$ cat src/rtl/crc_engine_arbiter_if.sv
// Channel request/verdict and CRC engine handshake bundle for crc_engine_arbiter.
// master: channel capture logic plus engine; slave: the arbiter.
interface crc_engine_arbiter_if #(
    parameter int unsigned DATA_W = 64
);
    logic              req1;
    logic [DATA_W-1:0] data1;
    logic              req2;
    logic [DATA_W-1:0] data2;
    logic              grant1;
    logic              grant2;
    logic              done1;
    logic              done2;
    logic              ok1;
    logic              ok2;
    logic              to1;
    logic              to2;
    logic              eng_start;
    logic [DATA_W-1:0] eng_data;
    logic              eng_clr;
    logic              eng_done;
    logic              eng_ok;

    modport master (
        output req1, data1, req2, data2, eng_done, eng_ok,
        input  grant1, grant2, done1, done2, ok1, ok2, to1, to2,
        input  eng_start, eng_data, eng_clr
    );

    modport slave (
        input  req1, data1, req2, data2, eng_done, eng_ok,
        output grant1, grant2, done1, done2, ok1, ok2, to1, to2,
        output eng_start, eng_data, eng_clr
    );
endinterface

$ cat src/rtl/crc_engine_arbiter.sv
// Round-robin sharing of one CRC check engine between two comparator channels.
// Optional engine watchdog enabled by defining CRC_TIMEOUT_EN.
module crc_engine_arbiter #(
    parameter int unsigned DATA_W = 64,
    parameter int unsigned TO_CYC = 255,
    parameter int unsigned TO_W   = 8
) (
    input  logic                  clk,
    input  logic                  rst,
    crc_engine_arbiter_if.slave   bus
);
    typedef enum logic [1:0] {
        S_IDLE,
        S_LAUNCH,
        S_WAIT,
        S_REPORT
    } state_t;

    // The watchdog counter must be able to hold the limit.
    if (64'(TO_CYC) >= (64'(1) << TO_W)) begin : g_bad_to_cfg
        $error("crc_engine_arbiter: TO_CYC must be < 2**TO_W");
    end

    state_t            r_state;
    logic              r_last2;
    logic              r_grant1;
    logic              r_grant2;
    logic              r_done1;
    logic              r_done2;
    logic              r_ok1;
    logic              r_ok2;
    logic              r_eng_start;
    logic [DATA_W-1:0] r_eng_data;

    logic w_pick1;
    logic w_pick2;

    // On a tie the channel not served last wins.
    assign w_pick1 = bus.req1 && (!bus.req2 || r_last2);
    assign w_pick2 = bus.req2 && (!bus.req1 || !r_last2);

`ifdef CRC_TIMEOUT_EN
    logic            r_to1;
    logic            r_to2;
    logic            r_eng_clr;
    logic [TO_W-1:0] r_cnt;

    always_ff @(posedge clk) begin
        if (rst) begin
            r_state     <= S_IDLE;
            r_last2     <= 1'b1;
            r_grant1    <= 1'b0;
            r_grant2    <= 1'b0;
            r_done1     <= 1'b0;
            r_done2     <= 1'b0;
            r_ok1       <= 1'b0;
            r_ok2       <= 1'b0;
            r_to1       <= 1'b0;
            r_to2       <= 1'b0;
            r_eng_start <= 1'b0;
            r_eng_clr   <= 1'b0;
            r_eng_data  <= '0;
            r_cnt       <= '0;
        end else begin
            r_eng_start <= 1'b0;
            r_eng_clr   <= 1'b0;
            r_done1     <= 1'b0;
            r_done2     <= 1'b0;
            case (r_state)
                S_IDLE: begin
                    if (w_pick1) begin
                        r_grant1    <= 1'b1;
                        r_last2     <= 1'b0;
                        r_eng_data  <= bus.data1;
                        r_eng_start <= 1'b1;
                        r_state     <= S_LAUNCH;
                    end else if (w_pick2) begin
                        r_grant2    <= 1'b1;
                        r_last2     <= 1'b1;
                        r_eng_data  <= bus.data2;
                        r_eng_start <= 1'b1;
                        r_state     <= S_LAUNCH;
                    end
                end
                S_LAUNCH: begin
                    r_cnt   <= '0;
                    r_state <= S_WAIT;
                end
                S_WAIT: begin
                    // Completion wins over a watchdog expiry in the same cycle.
                    if (bus.eng_done) begin
                        if (r_grant1) begin
                            r_ok1   <= bus.eng_ok;
                            r_to1   <= 1'b0;
                            r_done1 <= 1'b1;
                        end else begin
                            r_ok2   <= bus.eng_ok;
                            r_to2   <= 1'b0;
                            r_done2 <= 1'b1;
                        end
                        r_state <= S_REPORT;
                    end else if (r_cnt == TO_W'(TO_CYC - 1)) begin
                        r_eng_clr <= 1'b1;
                        if (r_grant1) begin
                            r_ok1   <= 1'b0;
                            r_to1   <= 1'b1;
                            r_done1 <= 1'b1;
                        end else begin
                            r_ok2   <= 1'b0;
                            r_to2   <= 1'b1;
                            r_done2 <= 1'b1;
                        end
                        r_state <= S_REPORT;
                    end else begin
                        r_cnt <= r_cnt + TO_W'(1);
                    end
                end
                S_REPORT: begin
                    r_grant1 <= 1'b0;
                    r_grant2 <= 1'b0;
                    r_state  <= S_IDLE;
                end
                default: r_state <= S_IDLE;
            endcase
        end
    end

    assign bus.to1     = r_to1;
    assign bus.to2     = r_to2;
    assign bus.eng_clr = r_eng_clr;
`else
    always_ff @(posedge clk) begin
        if (rst) begin
            r_state     <= S_IDLE;
            r_last2     <= 1'b1;
            r_grant1    <= 1'b0;
            r_grant2    <= 1'b0;
            r_done1     <= 1'b0;
            r_done2     <= 1'b0;
            r_ok1       <= 1'b0;
            r_ok2       <= 1'b0;
            r_eng_start <= 1'b0;
            r_eng_data  <= '0;
        end else begin
            r_eng_start <= 1'b0;
            r_done1     <= 1'b0;
            r_done2     <= 1'b0;
            case (r_state)
                S_IDLE: begin
                    if (w_pick1) begin
                        r_grant1    <= 1'b1;
                        r_last2     <= 1'b0;
                        r_eng_data  <= bus.data1;
                        r_eng_start <= 1'b1;
                        r_state     <= S_LAUNCH;
                    end else if (w_pick2) begin
                        r_grant2    <= 1'b1;
                        r_last2     <= 1'b1;
                        r_eng_data  <= bus.data2;
                        r_eng_start <= 1'b1;
                        r_state     <= S_LAUNCH;
                    end
                end
                S_LAUNCH: r_state <= S_WAIT;
                S_WAIT: begin
                    if (bus.eng_done) begin
                        if (r_grant1) begin
                            r_ok1   <= bus.eng_ok;
                            r_done1 <= 1'b1;
                        end else begin
                            r_ok2   <= bus.eng_ok;
                            r_done2 <= 1'b1;
                        end
                        r_state <= S_REPORT;
                    end
                end
                S_REPORT: begin
                    r_grant1 <= 1'b0;
                    r_grant2 <= 1'b0;
                    r_state  <= S_IDLE;
                end
                default: r_state <= S_IDLE;
            endcase
        end
    end

    assign bus.to1     = 1'b0;
    assign bus.to2     = 1'b0;
    assign bus.eng_clr = 1'b0;
`endif

    assign bus.grant1    = r_grant1;
    assign bus.grant2    = r_grant2;
    assign bus.done1     = r_done1;
    assign bus.done2     = r_done2;
    assign bus.ok1       = r_ok1;
    assign bus.ok2       = r_ok2;
    assign bus.eng_start = r_eng_start;
    assign bus.eng_data  = r_eng_data;
endmodule
$ cat src/flat_wrapper.sv
// flat-port wrapper written by rule: the top's interface ports become plain ports
module crc_engine_arbiter_flat 
#(
    parameter int unsigned DATA_W = 64,
    parameter int unsigned TO_CYC = 255,
    parameter int unsigned TO_W   = 8
)
  (clk, rst, bus_req1, bus_data1, bus_req2, bus_data2, bus_eng_done, bus_eng_ok, bus_grant1, bus_grant2, bus_done1, bus_done2, bus_ok1, bus_ok2, bus_to1, bus_to2, bus_eng_start, bus_eng_data, bus_eng_clr);
  crc_engine_arbiter_if #(.DATA_W(DATA_W)) bus_i ();
  input  logic clk;
  input  logic rst;
  input wire logic [$bits(bus_i.req1)-1:0] bus_req1;
  input wire logic [$bits(bus_i.data1)-1:0] bus_data1;
  input wire logic [$bits(bus_i.req2)-1:0] bus_req2;
  input wire logic [$bits(bus_i.data2)-1:0] bus_data2;
  input wire logic [$bits(bus_i.eng_done)-1:0] bus_eng_done;
  input wire logic [$bits(bus_i.eng_ok)-1:0] bus_eng_ok;
  output wire logic [$bits(bus_i.grant1)-1:0] bus_grant1;
  output wire logic [$bits(bus_i.grant2)-1:0] bus_grant2;
  output wire logic [$bits(bus_i.done1)-1:0] bus_done1;
  output wire logic [$bits(bus_i.done2)-1:0] bus_done2;
  output wire logic [$bits(bus_i.ok1)-1:0] bus_ok1;
  output wire logic [$bits(bus_i.ok2)-1:0] bus_ok2;
  output wire logic [$bits(bus_i.to1)-1:0] bus_to1;
  output wire logic [$bits(bus_i.to2)-1:0] bus_to2;
  output wire logic [$bits(bus_i.eng_start)-1:0] bus_eng_start;
  output wire logic [$bits(bus_i.eng_data)-1:0] bus_eng_data;
  output wire logic [$bits(bus_i.eng_clr)-1:0] bus_eng_clr;
  assign bus_i.req1 = bus_req1;
  assign bus_i.data1 = bus_data1;
  assign bus_i.req2 = bus_req2;
  assign bus_i.data2 = bus_data2;
  assign bus_i.eng_done = bus_eng_done;
  assign bus_i.eng_ok = bus_eng_ok;
  assign bus_grant1 = bus_i.grant1;
  assign bus_grant2 = bus_i.grant2;
  assign bus_done1 = bus_i.done1;
  assign bus_done2 = bus_i.done2;
  assign bus_ok1 = bus_i.ok1;
  assign bus_ok2 = bus_i.ok2;
  assign bus_to1 = bus_i.to1;
  assign bus_to2 = bus_i.to2;
  assign bus_eng_start = bus_i.eng_start;
  assign bus_eng_data = bus_i.eng_data;
  assign bus_eng_clr = bus_i.eng_clr;
  crc_engine_arbiter #(.DATA_W(DATA_W), .TO_CYC(TO_CYC), .TO_W(TO_W)) u_core (.clk(clk), .rst(rst), .bus(bus_i));
endmodule
$ cat config.mk
export PLATFORM = sky130hd
export DESIGN_NAME = crc_engine_arbiter_flat
export DESIGN_NICKNAME = d
export VERILOG_FILES = /design/src/rtl/crc_engine_arbiter_if.sv /design/src/rtl/crc_engine_arbiter.sv /design/src/flat_wrapper.sv
export SDC_FILE = /design/constraint.sdc
export NUM_CORES = 1
export LEC_CHECK = 0
export CAP_MARGIN = 20
export CORE_MARGIN = 4
export CORE_UTILIZATION = 38
export CTS_CLUSTER_DIAMETER = 200
export DETAILED_ROUTE_END_ITERATION = 8
export PLACE_DENSITY = 0.81
export REMOVE_ABC_BUFFERS = 1
export SETUP_SLACK_MARGIN = 0.4
export SYNTH_ARGS = -nofsm -noshare
export SYNTH_HDL_FRONTEND = slang
export SYNTH_SLANG_ARGS = --single-unit
export TNS_END_PERCENT = 20
$ cat constraint.sdc
create_clock -name clk -period 1.8 [get_ports clk]
set_input_delay 0.36 -clock clk [delete_from_list [all_inputs] [get_ports clk]]
set_output_delay 0.36 -clock clk [all_outputs]
set_load 0.03 [all_outputs]
==> key figures <==
Detailed routing
  – Antenna Nets Post-Route: 0
  – TritonRoute pass-1 iters: 5
  – Via total after detailed routing: 4252
  – Drt drc: 0
  – Initial drt markers: between 150 and 200
  – Post-Route WL: around 14000 um
  – Vias per cell: between 5 and 6
  – WL/cell: approximately 19 um

Synth
  – Post-synth EDFFs: 0
  – Register bit total from synthesis: 74
  – Mux contribution to synthesized area: 0.00571
  – Sequential area share after synthesis: 0.422
  – Gate count after technology mapping: around 430
  – Adder-Cell Fraction of Synth Area: 0.0143
  – Count of cell types in the netlist: 32
  – Compound-Gate Fraction of Synth Area: 0.277
  – Post-synthesis cell area: between 0.003 and 0.004 sq mm
  – Post-synthesis async set-or-reset flop share: 0
  – Main combinational cell family by area after synthesis: compound AO/OA/AOI/OAI gates
  – Xor/xnor share of the synthesized area: 0
  – Predominant post-synthesis flop cell: dfxtp_1
  – Simple-gate portion of the synthesized area: 0.191
  – Syn avg cell area: ~8.2 sq um
  – Synth warn: 0

Pwr
  – Power Dens Cells: around 1500 mW/mm^2
  – Maximum vdd drop: around 0.70 mV
  – Final Power: a little under 10 mW
  – Leakage: between 2 and 3 nW

Floorplanning
  – I/O Pins: between 200 and 250
  – Initial Util: 0.396
  – Core Rows: 34
  – Chip Width: about 100 um
  – Die footprint: roughly 0.011 sq mm
  – Die Y: 104 um
  – CORE AREA: 0.00885 sq mm

Final layout
  – FILL cells: approximately 700
  – Commonest non-fill, non-tap cell in the layout: clkdlybuf4s50_1
  – Finished Core Util: 0.720
  – Commonest non-fill, non-tap cells in the layout: 130 x clkdlybuf4s50_1, 72 x dfxtp_1, 67 x nor2_1
  – Area of the multi-input gates: roughly 0.0019 sq mm
  – Count of nets after finishing: about 770
  – Area grow syn2layout: 81.8%
  – Register area: 0.00149 sq mm
  – # diodes: 0
  – Layout cells sized above 1: 0.191

STA
  – Slew @ Worst Pin: between 500 and 600 ps
  – Clock Skew: a little under 7 ps
  – Setup TNS: 0 ps
  – Fin Hold WS: 462 ps
  – Slew margin rel.: 0.661
  – Final hold violation count: 0
  – Peak Freq: about 680 MHz
  – Minimum clock period: around 1500 ps
  – Fin crit share: 0.821
  – Final Max Tran Viols: 0
  – # setup viols final: 0
  – RSZ-0062 raised after global routing: yes

Clocking
  – Root buf cell: clkbuf_8
  – CTS Buffer Depth: 2
  – Inserted Clock Buffers: 9
  – TritonCTS clock tree: built
  – Worst skew pair latency: roughly 340 ps
  – CTS clk-pin slew, worst paths: around 80 ps
  – Htree depth: 3
  – CTS Hold Bufs: 0
  – CTS Sinks: 74

GRT
  – GRT Total Usage: 0.236
  – Vias in the first global route: 4108
  – Gr ovfl total: 0
  – Pin count of the biggest net entering global routing: between 40 and 50
  – Initial antenna violation count: 0
  – First-pass GRT wire length: 21000 um

Worst setup path
  – Worst reg2reg startpoint: u_core.r_state[1]
  – CP endpoint kind: flop
  – Worst setup path end: u_core.bus.eng_data[16]
  – Worst r2r path cells: 7
  – WP data required: between 2000 and 2500 ps
  – Crit-path cells: inv_2 > ha_4 > o21a_4 > buf_6 > clkbuf_16 > nor2_1 > a311oi_1
  – Worst r2r dst: u_core.bus.eng_data[16]
  – Crit start category: flop
  – CP max-delay cell: dfxtp_4
  – Critical Path Fanout Max: 9
  – Max incr delay on CP: around 360 ps
  – WP data arrival: approximately 1700 ps
  – Setup slack on the worst flop-to-flop path: ~320 ps
  – Worst Setup SP: u_core.r_state[1]
  – Crit Path Class: reg2reg

Placement
  – PortBufs: just over 200
  – GPL Wtd Cong: 0.831
  – DP Wirelength: just over 9000 um

Status
  – Status: finished, final reports clean

Job
  – # Max-Cap Violations: 0

Min path
  – Worst hold path type: in2reg
how the worst min path moves through the flow:
stage,from,to,slack (ps),cells past startpoint
floorplan,rst,u_core.bus.eng_data[63],430,1
global placement,u_core.bus.grant1,u_core.bus.done2,460,1
detailed placement,u_core.bus.ok2,u_core.bus.ok2,470,2
CTS,rst,u_core.bus.ok1,410,2
global route,rst,u_core.bus.ok1,460,2
finish,bus_req1,u_core.bus.eng_data[2],460,3
per-stage QoR:
| stage | cells | area (sq um) | worst slack, ps |
|---|---|---|---|
| after floorplan | 374 | 3220 | -559 |
| after global placement | 705 | 5670 | 2.19 |
| after detailed placement | 705 | 5670 | -64.4 |
| after CTS | 727 | 6020 | 327 |
| after global routing | 740 | 6370 | 267 |
| final | 740 | 6370 | 323 |
worst max-delay path: cells and delay by family, from the launching register on:
kind | cells | cell delay [ps]
AND/OR/NAND/NOR | 1 | 50
AO/OA/AOI/OAI | 2 | 410
buffers and inverters | 3 | 400
flip-flops | 1 | 360
adder cells (fa/ha/maj) | 1 | 160
cells by family (layout without fill, tap and decap cells):
kind of cell             after synthesis  in the layout
AND/OR/NAND/NOR                      146            146
AO/OA/AOI/OAI                        140            141
flip-flops                            74             74
buffers and inverters                 59            262
adder cells (fa/ha/maj)                4              4
multiplexers                           2              2
other                                  1              3
cell type report:
type	count	area share
repair buffers	242	0.406
multi-input cells	296	0.303
flip-flops and latches	74	0.234
clock inverters	5	0.0126
inverters	5	0.00334
clock buffers	10	0.0200
well taps	108	0.0212
synth_stat cells, drive strengths merged (2+ instances only):
master  count  share of area
a21oi       2         0.0029
clkbuf     18          0.021
a21o        2         0.0043
ha          4          0.014
o21a        2         0.0046
nand2b      5         0.0089
nand3      66          0.094
nor2       67          0.072
buf        36          0.063
a31oi       2         0.0036
o21ai      65          0.093
nand4b      2         0.0050
mux2i       2         0.0057
a311oi     64           0.16
dfxtp      74           0.42
inv         5         0.0053
what timing repair did:
action,CTS,global route
gates resized for setup,137,36
gates cloned,5,5
pin swaps,1,11
setup endpoints to repair,138,122
setup buffers,2,8
flip-flops by register name, indices dropped and copies added (netlist names):
name                  cells
u_core.bus.done1          1
u_core.bus.done2          1
u_core.bus.eng_data      64
u_core.bus.eng_start      1
u_core.bus.grant1         1
u_core.bus.grant2         1
u_core.bus.ok1            1
u_core.bus.ok2            1
u_core.r_last2            1
u_core.r_state            2
report_power, final:
group	switching (mW)	internal, mW	leakage, nW
clock network	0.637	0.772	0.0984
logic	3.12	2.64	1.81
registers	0.327	2.23	0.615
metal layers:
layer | track usage | vias up | part of all wire
met5 | 0 | - | 0
met3 | 0.0832 | 21 | 0.089
li1 | - | 1983 | -
met2 | 0.425 | 185 | 0.52
met1 | 0.256 | 2063 | 0.37
met4 | 0.0807 | 0 | 0.018
Note: power is estimated with default switching activity, not from simulation.
